==> src/rtl/vip_ycbcr_share_arb.sv <==
// Time-shares one fixed-latency RGB->YCbCr converter between two pixel sources.
// Per-beat bounded-burst round-robin grant; a tag pipeline routes results back to their requester.
module vip_ycbcr_share_arb #(
  parameter int LATENCY = 3,
  parameter int BURST   = 4
) (
  input  logic        clk,
  input  logic        rst_n,
  input  logic        req0_valid,
  output logic        req0_ready,
  input  logic [23:0] req0_rgb,
  input  logic [1:0]  req0_user,
  input  logic        req1_valid,
  output logic        req1_ready,
  input  logic [23:0] req1_rgb,
  input  logic [1:0]  req1_user,
  output logic        cvt_vsync,
  output logic        cvt_href,
  output logic        cvt_clken,
  output logic [7:0]  cvt_red,
  output logic [7:0]  cvt_green,
  output logic [7:0]  cvt_blue,
  input  logic        cvt_post_clken,
  input  logic [7:0]  cvt_Y,
  input  logic [7:0]  cvt_Cb,
  input  logic [7:0]  cvt_Cr,
  output logic        rsp0_valid,
  output logic [23:0] rsp0_ycbcr,
  output logic [1:0]  rsp0_user,
  output logic        rsp1_valid,
  output logic [23:0] rsp1_ycbcr,
  output logic [1:0]  rsp1_user,
  output logic [15:0] beat_cnt0,
  output logic [15:0] beat_cnt1,
  output logic        err
);

  localparam int CW = $clog2(BURST + 1);
  localparam logic [CW-1:0] BURST_C = CW'(BURST);

  typedef enum logic [1:0] {IDLE, OWN0, OWN1} state_e;

  typedef struct packed {
    logic       vld;
    logic       id;
    logic [1:0] user;
  } tag_t;

  state_e        state_q, state_d;
  logic [CW-1:0] cnt_q, cnt_d;
  logic          last_q, last_d;
  logic          gnt_vld, gnt_id;
  logic [23:0]   sel_rgb;
  logic [1:0]    sel_user;

  logic          cvt_clken_q, cvt_vsync_q, cvt_href_q;
  logic [23:0]   cvt_rgb_q;
  tag_t          tag_q [LATENCY+1];
  tag_t          tail;

  logic          rsp0_valid_q, rsp1_valid_q;
  logic [23:0]   rsp0_ycbcr_q, rsp1_ycbcr_q;
  logic [1:0]    rsp0_user_q, rsp1_user_q;
  logic [15:0]   beat_cnt0_q, beat_cnt1_q;
  logic          err_q;

  // Grant and burst bookkeeping; grants are suppressed while reset is held.
  always_comb begin
    state_d = state_q;
    cnt_d   = cnt_q;
    last_d  = last_q;
    gnt_vld = 1'b0;
    gnt_id  = 1'b0;
    unique case ({req1_valid, req0_valid})
      2'b01: begin
        gnt_vld = 1'b1;
        gnt_id  = 1'b0;
      end
      2'b10: begin
        gnt_vld = 1'b1;
        gnt_id  = 1'b1;
      end
      2'b11: begin
        gnt_vld = 1'b1;
        unique case (state_q)
          OWN0:    gnt_id = (cnt_q < BURST_C) ? 1'b0 : 1'b1;
          OWN1:    gnt_id = (cnt_q < BURST_C) ? 1'b1 : 1'b0;
          default: gnt_id = ~last_q;
        endcase
      end
      default: ;
    endcase
    gnt_vld = gnt_vld & rst_n;

    if (gnt_vld) begin
      last_d = gnt_id;
      if ((state_q == OWN0 && !gnt_id) || (state_q == OWN1 && gnt_id)) begin
        if (cnt_q != BURST_C) cnt_d = cnt_q + 1'b1;
      end else begin
        state_d = gnt_id ? OWN1 : OWN0;
        cnt_d   = CW'(1);
      end
    end else begin
      state_d = IDLE;
      cnt_d   = '0;
    end
  end

  assign req0_ready = gnt_vld & ~gnt_id;
  assign req1_ready = gnt_vld &  gnt_id;
  assign sel_rgb    = gnt_id ? req1_rgb  : req0_rgb;
  assign sel_user   = gnt_id ? req1_user : req0_user;

  always_ff @(posedge clk or negedge rst_n) begin
    if (!rst_n) begin
      state_q <= IDLE;
      cnt_q   <= '0;
      last_q  <= 1'b1;
    end else begin
      state_q <= state_d;
      cnt_q   <= cnt_d;
      last_q  <= last_d;
    end
  end

  // Converter input stage; RGB holds between beats.
  always_ff @(posedge clk or negedge rst_n) begin
    if (!rst_n) begin
      cvt_clken_q <= 1'b0;
      cvt_vsync_q <= 1'b0;
      cvt_href_q  <= 1'b0;
      cvt_rgb_q   <= '0;
    end else if (gnt_vld) begin
      cvt_clken_q <= 1'b1;
      {cvt_vsync_q, cvt_href_q} <= sel_user;
      cvt_rgb_q   <= sel_rgb;
    end else begin
      cvt_clken_q <= 1'b0;
      cvt_vsync_q <= 1'b0;
      cvt_href_q  <= 1'b0;
    end
  end

  assign cvt_clken = cvt_clken_q;
  assign cvt_vsync = cvt_vsync_q;
  assign cvt_href  = cvt_href_q;
  assign {cvt_red, cvt_green, cvt_blue} = cvt_rgb_q;

  // Tag stage 0 is aligned with the converter input; stage LATENCY with its output.
  always_ff @(posedge clk or negedge rst_n) begin
    if (!rst_n) begin
      for (int i = 0; i <= LATENCY; i++) tag_q[i] <= '0;
    end else begin
      tag_q[0] <= {gnt_vld, gnt_id, sel_user};
      for (int i = 1; i <= LATENCY; i++) tag_q[i] <= tag_q[i-1];
    end
  end

  assign tail = tag_q[LATENCY];

  always_ff @(posedge clk or negedge rst_n) begin
    if (!rst_n) begin
      rsp0_valid_q <= 1'b0;
      rsp1_valid_q <= 1'b0;
      rsp0_ycbcr_q <= '0;
      rsp1_ycbcr_q <= '0;
      rsp0_user_q  <= '0;
      rsp1_user_q  <= '0;
      err_q        <= 1'b0;
    end else begin
      rsp0_valid_q <= tail.vld & ~tail.id;
      rsp1_valid_q <= tail.vld &  tail.id;
      if (tail.vld && !tail.id) begin
        rsp0_ycbcr_q <= {cvt_Y, cvt_Cb, cvt_Cr};
        rsp0_user_q  <= tail.user;
      end
      if (tail.vld && tail.id) begin
        rsp1_ycbcr_q <= {cvt_Y, cvt_Cb, cvt_Cr};
        rsp1_user_q  <= tail.user;
      end
      err_q <= err_q | (tail.vld ^ cvt_post_clken);
    end
  end

  always_ff @(posedge clk or negedge rst_n) begin
    if (!rst_n) begin
      beat_cnt0_q <= '0;
      beat_cnt1_q <= '0;
    end else begin
      if (req0_valid && req0_ready) beat_cnt0_q <= beat_cnt0_q + 16'd1;
      if (req1_valid && req1_ready) beat_cnt1_q <= beat_cnt1_q + 16'd1;
    end
  end

  assign rsp0_valid = rsp0_valid_q;
  assign rsp1_valid = rsp1_valid_q;
  assign rsp0_ycbcr = rsp0_ycbcr_q;
  assign rsp1_ycbcr = rsp1_ycbcr_q;
  assign rsp0_user  = rsp0_user_q;
  assign rsp1_user  = rsp1_user_q;
  assign beat_cnt0  = beat_cnt0_q;
  assign beat_cnt1  = beat_cnt1_q;
  assign err        = err_q;

endmodule

==> config.mk <==
export PLATFORM = sky130hd
export DESIGN_NAME = vip_ycbcr_share_arb
export DESIGN_NICKNAME = d
export VERILOG_FILES = /design/src/rtl/vip_ycbcr_share_arb.sv
export SDC_FILE = /design/constraint.sdc
export NUM_CORES = 1
export LEC_CHECK = 0
export ABC_CLOCK_PERIOD_IN_PS = 2280
export BUFFER_PORTS_ARGS = -buffer_cell sky130_fd_sc_hd__buf_4
export CORE_MARGIN = 8
export CORE_UTILIZATION = 49
export DETAILED_ROUTE_END_ITERATION = 8
export GPL_ROUTABILITY_DRIVEN = 0
export PLACE_DENSITY = 0.76
export SLEW_MARGIN = 20
export SYNTH_ARGS = -nofsm -noshare
export SYNTH_HDL_FRONTEND = slang
export SYNTH_SLANG_ARGS = --single-unit
==> constraint.sdc <==
create_clock -name clk -period 2.28 [get_ports clk]
set_input_delay 0.456 -clock clk [delete_from_list [all_inputs] [get_ports clk]]
set_output_delay 0.456 -clock clk [all_outputs]
set_load 0.01 [all_outputs]
Yosys cells after proc, flatten, opt, wreduce, memory -nomap -nowiden:

Cells that the tools add are included.

* add/sub/neg operators: 3
* $lt $le $gt $ge: 1
* eq/ne operators: 8
* mux-type cells: 16
* bitwise gates (word level): 10
* reduce and logical (&&, ||, !) cells: 10

Operators with widths (number)
* adder 16 x 1 -> 16 bit, second input constant: 2
* two-way mux 24 bit: 1
* two-way mux 3 bit: 3
* two-way mux 2 bit: 4
* == test 2 bit, second input constant: 3
* logical AND 1 bit: 6
* two-way mux 1 bit: 6
* bitwise AND 1 bit: 5
* == test 2 x 1 -> 1 bit, second input constant: 2
* one-hot mux 1 bit (2 select lines): 2
* adder 3 x 1 -> 3 bit, second input constant: 1
* < comparator 3 bit, second input constant: 1
* != test 3 x 2 -> 1 bit, second input constant: 1
* != test 3 bit, second input constant: 1
* inverter 1 bit: 3
* OR reduction 3 bit: 1
* zero test 1 bit: 2
* != test 2 bit, second input constant: 1
* logical OR 1 bit: 1
* bitwise OR 1 bit: 1
* bitwise XOR 1 bit: 1

* register bits: 136
* input port bits: 81
* output and inout port bits: 116
* word-level logic and storage cells: 76

Depth between registers and ports, before layout:

Gate-level depths: netlist (run 1).

* word-level depth: 9
* depth in mapped cells: 10
* gate-level depth less buffers: 8

Worst setup path after synthesis (run 1):

No wires, ideal clock.

* kind: reg2out
* start: reg state_q[0]
* end: out req1_ready
* data arrival time: 1.564 ns
* data required time: 1.824 ns
* setup slack: 0.260 ns
* stages on the path, launching flop included: 9
* path buffers: 2
* cells stage by stage: dfrtp_1 -> inv_1 -> ha_1 -> mux2_4 -> o311ai_4 -> inv_2 -> and2_1 -> buf_6 -> buf_6

* cells in the longest elaborated chain, start to end: 4
* elaborated cells between the ends (all ways): 5
* those cells by class: 2 x eq/ne; 2 x mux; 1 x bitwise

RTL lines
* start, declared: line 49 `state_e state_q, state_d;`
* start signal, assigned: line 120 `state_q <= state_d;`
* == test 2 bit or == test 2 x 1 -> 1 bit (tied branches): line 85 `unique case (state_q)`
* one-hot mux 1 bit (2 select lines) (*): line 85
* one-hot mux 1 bit (2 select lines) (*): line 74 `unique case ({req1_valid, req0_valid})`
* bitwise AND 1 bit (*): line 110 `assign req1_ready = gnt_vld & gnt_id;`
* end, declared: line 14 `output logic req1_ready,`

Mark *: on every way between the ends. The rest lies on a longest branch, timed or not.

Worst setup path in the final report (run 1):

* start: reg state_q[1]
* end: out req0_ready

* cells in the longest elaborated chain, start to end: 5
* elaborated cells between the ends (all ways): 6
* those cells by class: 2 x eq/ne; 2 x mux; 2 x bitwise

RTL lines
* == test 2 bit or == test 2 x 1 -> 1 bit (tied branches): line 85
* one-hot mux 1 bit (2 select lines) (*): line 85
* one-hot mux 1 bit (2 select lines) (*): line 74
* inverter 1 bit (*): line 109 `assign req0_ready = gnt_vld & ~gnt_id;`
* bitwise AND 1 bit (*): line 109
* end, declared: line 10 `output logic req0_ready,`

Marked as above.

==> results.sh, run 1 <==
export IMPL_run_status="complete, but fails checks"
export IMPL_failed_checks="negative setup slack"
export IMPL_ys_seq_elements=135
export IMPL_area_fraction_in_compound_gates_after_synthesis=0.0574
export IMPL_post_synth_mux_area_share=0.121
export IMPL_synth_distinct_cells=32
export IMPL_post_dp_hpwl_um=9950
export IMPL_dieArea_sq_um=14400
export IMPL_max_cap_viol_count=0
export IMPL_critical_path_peak_fanout=3
export IMPL_ir_drop_v=0.000526
export IMPL_worst_margin_pin_slew_ns=0.467
export IMPL_clock_sink_count=135
export IMPL_cp_start_kind="flip-flop"
export IMPL_dpl_worst_slack_ns=0.135
export IMPL_antenna_cells_inserted=0
export IMPL_cts_path_max_buffers=2
export IMPL_antenna_left=0
export IMPL_final_hold_violation_count=0
export IMPL_drt_vias_per_instance=5.18
export IMPL_instances_no_fill=763
export IMPL_p_leak_uw=0.00385
export IMPL_totalPowerFinal_uw=8110
export IMPL_antenna_violations_before_repair=0
export IMPL_layout_cells_most_common="buf_4"
export IMPL_unrepaired_setup_endpoints_after_global_routing="yes"
export IMPL_detail_route_wl_per_cell_um=17.7
export IMPL_fraction_of_final_layout_cells_sized_beyond_drive_strength_1=0.514
export IMPL_ys_top_cells_by_area="dfrtp_1, mux2_2, a222oi_1"
export IMPL_cp_arrival_ns=2.07
export IMPL_setup_viol=2
export IMPL_place_inst=722
export IMPL_worst_hold_slack_ns=0.149
export IMPL_floorplan_rows=38
export IMPL_layout_area_overhead_vs_synth_pct=46.2
export IMPL_via_count_of_the_first_global_routing_pass=4396
export IMPL_synth_simple_gate_area_frac=0.0741
export IMPL_endpoint_kind="output pin"
export IMPL_globalRoute_totalOverflow=0
export IMPL_finalSetupTns_ns=-0.474
export IMPL_detail_route_wirelength_um=13500
export IMPL_cts_tree="yes"
export IMPL_cts_buffers_inserted=17
export IMPL_final_max_slew_violation_count=0
export IMPL_worst_ep_required_time_ns=1.82
export IMPL_detailedRoute_firstPassIterationCount=5
export IMPL_core_area_sq_um=10700
export IMPL_ys_dominant_reg_cell="dfrtp_1"
export IMPL_power_density_nw_per_um2=1040
export IMPL_synth_yosys_seq_area_share=0.636
export IMPL_final_net_count=697
export IMPL_drt_drc_violations_left=0
export IMPL_post_route_min_period_ns=2.52
export IMPL_syn_inst=395
export IMPL_clkTransAtPathRegs_ns=0.06
export IMPL_post_synth_edffs=0
export IMPL_first_iter_violations=274
export IMPL_yosysWarnings=0
export IMPL_synthXorXnorAreaFrac=0.0527
export IMPL_timing_fmax_mhz=396
export IMPL_num_io_pins=197
export IMPL_synth_top_family_by_area="multiplexers"
export IMPL_worst_skew_pair_late_latency_ns=0.51
export IMPL_number_of_nets_produced_by_synthesis=482
export IMPL_timing_hold_worst_class="input port to flip-flop"
export IMPL_place_port_buffers=196
export IMPL_setup_ws_ns=-0.245
export IMPL_avgSynthCellArea_sq_um=13.5
export IMPL_cts_max_level=4
export IMPL_die_width_um=120
export IMPL_synthAdderAreaFrac=0.0141
export IMPL_skew_ns=0.00463
export IMPL_mappedNetlistArea_sq_um=5320
export IMPL_biggest_area_consumer_among_synthesized_cells="dfrtp_1"
export IMPL_cts_root_buf="clkbuf_8"
export IMPL_initial_utilization=0.497
export IMPL_async_flop_share=1.00
export IMPL_maxSlewHeadroom=0.689
export IMPL_yosysTopAreaCellShare=0.631
export IMPL_grt_pass1_wl_um=22000
export IMPL_finalCritPeriodShare=1.11
export IMPL_filler_cell_count=721
export IMPL_num_vias=3955
export IMPL_globalRouteTotalUtil=0.190
export IMPL_die_height_um=120
export IMPL_final_cell_mix="buf_4, dfrtp_1, mux2_2, inv_1, xnor2_1"
export IMPL_grt_max_degree=91
export IMPL_critical_path_type="flip-flop to output pin"
cell families (layout without fill, tap and decap cells):
kind of cell	count (synthesis)	in the layout
muxes	57	57
AOI/OAI and AO/OA	31	31
adders and majority gates	6	6
DFF	135	135
and+or+nand+nor	80	80
xor gates and xnor gates	32	32
buffers and inverters	54	282
routing by layer:
| layer | track usage | share of wire | vias to the layer above |
|---|---|---|---|
| met1 | 0.222 | 0.41 | 1948 |
| met5 | 0 | 0 | - |
| met3 | 0.0864 | 0.11 | 14 |
| li1 | - | - | 1813 |
| met2 | 0.307 | 0.47 | 180 |
| met4 | 0.0632 | 0.012 | 0 |
final timing paths:
| check | start | to | slack (ns) | depth (start not counted) |
|---|---|---|---|---|
| setup / recovery | state_q[1]$_DFFE_PN0P_ | req0_ready | -0.24 | 6 |
| hold / removal | req1_rgb[15] | cvt_rgb_q[15]$_DFFE_PN0P_ | 0.15 | 3 |
| setup reg to reg | state_q[1]$_DFFE_PN0P_ | beat_cnt0[1]$_DFFE_PN0P_ | 0.05 | 8 |
| hold reg to reg | tag_q[12]$_DFF_PN0_ | tag_q[8]$_DFF_PN0_ | 0.35 | 0 |
| max in group asynchronous | rst_n | rsp0_ycbcr[23]$_DFFE_PN0P_ | 1.17 | 3 |
| min in group asynchronous | rst_n | cvt_rgb_q[15]$_DFFE_PN0P_ | 0.40 | 2 |
Yosys cell counts, types with 2 or more instances:
cell type,number
dfrtp_1,134
mux2_2,54
inv_1,33
xnor2_1,26
a222oi_1,24
nand2_1,21
nand3_1,17
nor2_1,13
and3_1,9
clkbuf_1,9
nand4_1,7
and2_1,6
ha_1,6
xor2_1,6
buf_2,5
buf_6,4
nor3_1,3
buf_1,2
mux2i_1,2
o21ai_0,2
critical path, cell delays in order, from the launching register on:
cell,delay (ns)
dfrtp_1,0.42
inv_1,0.08
ha_2,0.18
mux2_4,0.27
o211ai_1,0.25
and3_4,0.25
buf_6,0.11
state kept, by name (all words and copies together), names as in the netlist:
register and cells:
cvt_href 1, rsp0_user 2, err 1, last_q 1, beat_cnt0 16, beat_cnt1 16, cvt_rgb_q 24, cvt_vsync 1
rsp0_valid 1, state_q 2, cvt_clken 1, tag_q 15, rsp1_user 2, cnt_q 3, rsp1_valid 1, rsp1_ycbcr 24
rsp0_ycbcr 24
final cells by class:
| class | count | area (sq um) | share of cell area |
|---|---|---|---|
| flip-flops and latches | 135 | 3380 | 0.435 |
| multi-input cells | 206 | 1770 | 0.228 |
| repair buffers | 216 | 1660 | 0.214 |
| clock buffers | 20 | 455 | 0.0586 |
| clock inverters | 12 | 196 | 0.0253 |
| well taps | 140 | 175 | 0.0225 |
| inverters | 34 | 128 | 0.0164 |
per-stage QoR:
| step | util | instance area, sq um |
|---|---|---|
| 3_3_place_gp | 0.651 | 6970 |
| 2_1_floorplan | - | 5320 |
| 3_5_place_dp | 0.651 | 6970 |
| 4_1_cts | 0.725 | 7760 |
| 5_1_grt | 0.726 | 7770 |
| 6_report | 0.726 | 7770 |
power by group:
group	switching, uW	leakage (uW)	internal, uW	total, uW
Combinational	858	0.00186	1080	1940
Sequential	337	0.00167	2880	3220
Clock	983	0.000313	1970	2950
timing repair:
action / in CTS / in global routing
hold buffers: 1 / 0
setup buffers: 7 / 3
endpoints found under the setup margin: 2 / 44
endpoints found under the hold margin: 15 / 0
pin swaps: 2 / 4
gates resized for setup: 19 / 2
Power figures use the tool's default switching activity.
==> run 2, diff against run 1 <==
--- a/config.mk
+++ b/config.mk
@@ -5,13 +5,13 @@
 export SDC_FILE = /design/constraint.sdc
 export NUM_CORES = 1
 export LEC_CHECK = 0
-export ABC_CLOCK_PERIOD_IN_PS = 2280
+export ABC_CLOCK_PERIOD_IN_PS = 3250
 export BUFFER_PORTS_ARGS = -buffer_cell sky130_fd_sc_hd__buf_4
 export CORE_MARGIN = 8
-export CORE_UTILIZATION = 49
+export CORE_UTILIZATION = 50
 export DETAILED_ROUTE_END_ITERATION = 8
 export GPL_ROUTABILITY_DRIVEN = 0
-export PLACE_DENSITY = 0.76
+export PLACE_DENSITY = 0.78
 export SLEW_MARGIN = 20
 export SYNTH_ARGS = -nofsm -noshare
 export SYNTH_HDL_FRONTEND = slang
==> constraint.sdc (replaced) <==
create_clock -name clk -period 3.25 [get_ports clk]
set_input_delay 0.65 -clock clk [delete_from_list [all_inputs] [get_ports clk]]
set_output_delay 0.65 -clock clk [all_outputs]
set_load 0.01 [all_outputs]
==> run 2 against run 1 <==
Effect of this change: the flow now finishes without violations; critical path depth unchanged; cell area decreased by 3.2%; wire length decreased by 2.9%; count of clock-buffer cells in the layout decreased by 2; register-to-register slack improved by 0.65 ns; combinational power decreased by 34%.
==> results.sh, run 2 (synthesis gave the netlist of run 1 again) <==
export IMPL_cts_max_level=4
export IMPL_layout_cells_most_common="buf_4"
export IMPL_num_io_pins=197
export IMPL_globalRouteTotalUtil=0.191
export IMPL_maxSlewHeadroom=0.494
export IMPL_run_status="completed"
export IMPL_drt_drc_violations_left=0
export IMPL_cts_hold_buffers_added=1
export IMPL_skew_ns=0.00851
export IMPL_final_max_slew_violation_count=0
export IMPL_cts_tree="yes"
export IMPL_dieArea_sq_um=14200
export IMPL_p_leak_uw=0.00375
export IMPL_timing_fmax_mhz=327
export IMPL_setup_viol=0
export IMPL_place_inst=714
export IMPL_combPwrFrac=0.237
export IMPL_post_cts_resized_instances=0
export IMPL_globalRoute_totalOverflow=0
export IMPL_cts_buffers_inserted=17
export IMPL_first_iter_violations=276
export IMPL_antenna_cells_inserted=0
export IMPL_initial_utilization=0.515
export IMPL_detail_route_wl_per_cell_um=17.5
export IMPL_floorplan_rows=37
export IMPL_detailedRoute_firstPassIterationCount=5
export IMPL_drt_vias_per_instance=5.15
export IMPL_cp_arrival_ns=2.41
export IMPL_finalCritPeriodShare=0.940
export IMPL_die_width_um=119
export IMPL_via_count_of_the_first_global_routing_pass=4319
export IMPL_clock_power_share=0.348
export IMPL_place_port_buffers=196
export IMPL_power_density_nw_per_um2=724
export IMPL_cp_start_kind="flip-flop"
export IMPL_worst_ep_required_time_ns=2.60
export IMPL_final_hold_violation_count=0
export IMPL_netSwitchingFraction=0.277
export IMPL_power_frac_seq=0.414
export IMPL_layout_area_overhead_vs_synth_pct=41.5
export IMPL_core_area_sq_um=10300
export IMPL_p_int_uw=3940
export IMPL_post_dp_hpwl_um=9830
export IMPL_critical_path_peak_fanout=16
export IMPL_total_area_of_multi_input_combinational_cells_sq_um=1700
export IMPL_filler_cell_count=706
export IMPL_fraction_of_final_layout_cells_sized_beyond_drive_strength_1=0.483
export IMPL_worst_margin_pin_slew_ns=0.759
export IMPL_postCtsSetupRepairBufs=0
export IMPL_worst_skew_pair_late_latency_ns=0.50
export IMPL_grt_max_degree=88
export IMPL_timing_hold_worst_class="flip-flop to flip-flop"
export IMPL_critical_path_type="flip-flop to output pin"
export IMPL_max_cap_viol_count=0
export IMPL_seq_area_sq_um=3380
export IMPL_grt_pass1_wl_um=21900
export IMPL_final_net_count=685
export IMPL_die_height_um=119
export IMPL_cts_path_max_buffers=2
export IMPL_antenna_left=0
export IMPL_endpoint_kind="output pin"
export IMPL_unrepaired_setup_endpoints_after_global_routing="no"
export IMPL_instances_no_fill=747
export IMPL_detail_route_wirelength_um=13100
export IMPL_clkTransAtPathRegs_ns=0.06
export IMPL_antenna_violations_before_repair=0
export IMPL_num_vias=3850
export IMPL_cts_root_buf="clkbuf_8"
export IMPL_power_switching_uw=1510
export IMPL_ir_drop_v=0.000403
export IMPL_finalSetupTns_ns=0
export IMPL_final_cell_mix="buf_4, dfrtp_1, mux2_2, inv_1, xnor2_1"
export IMPL_clock_sink_count=135
export IMPL_worst_hold_slack_ns=0.346
export IMPL_post_route_min_period_ns=3.06
run 2: layout make-up:
| class | count | area share |
|---|---|---|
| clock buffer | 18 | 0.0569 |
| clock inverter | 14 | 0.0231 |
| inverter | 34 | 0.0170 |
| multi-input combinational | 206 | 0.226 |
| sequential | 135 | 0.449 |
| tap | 136 | 0.0226 |
| timing repair buffer | 204 | 0.205 |
run 2: worst paths after layout:
check | depth (start not counted) | slack, ns | to | start
max | 6 | 0.19 | req0_ready | state_q[0]$_DFFE_PN0P_
min | 0 | 0.35 | tag_q[0]$_DFF_PN0_ | tag_q[4]$_DFF_PN0_
max reg2reg | 7 | 0.70 | beat_cnt0[1]$_DFFE_PN0P_ | state_q[0]$_DFFE_PN0P_
min reg2reg | 0 | 0.35 | tag_q[0]$_DFF_PN0_ | tag_q[4]$_DFF_PN0_
max in group asynchronous | 4 | 1.19 | beat_cnt1[4]$_DFFE_PN0P_ | rst_n
min in group asynchronous | 2 | 0.57 | cvt_rgb_q[17]$_DFFE_PN0P_ | rst_n
run 2: per-layer routing:
layer	global-route usage	vias up	wire, um
li1	-	1785	-
met1	0.220	1890	5400
met2	0.308	163	6240
met3	0.0874	12	1330
met4	0.0648	0	133
met5	0	-	0
run 2: critical path: stages, from the launching register on:
cell,delay [ns]
dfrtp_1,0.35
inv_1,0.06
ha_1,0.23
mux2_4,0.30
o211ai_1,0.15
and3_1,0.58
buf_4,0.24
run 2: per-stage QoR:
stage | util | power (uW) | setup WS [ns] | cell area [sq um]
detailed placement | 0.669 | 3600 | 0.715 | 6910
CTS | 0.729 | 5510 | 0.160 | 7520
floorplan | - | 2840 | 1.04 | 5320
global placement | 0.669 | 3540 | 0.789 | 6910
finish | 0.729 | 5450 | 0.195 | 7520
global route | 0.729 | 5730 | 0.0351 | 7520
run 2: power groups by stage:
stage                     Clock, uW  Combinational [uW]  Sequential [uW]
after floorplan                   0                 452             2380
after global placement            0                1280             2260
after detailed placement          0                1320             2280
after CTS                      1940                1320             2260
after global routing           2020                1410             2300
final                          1900                1290             2260
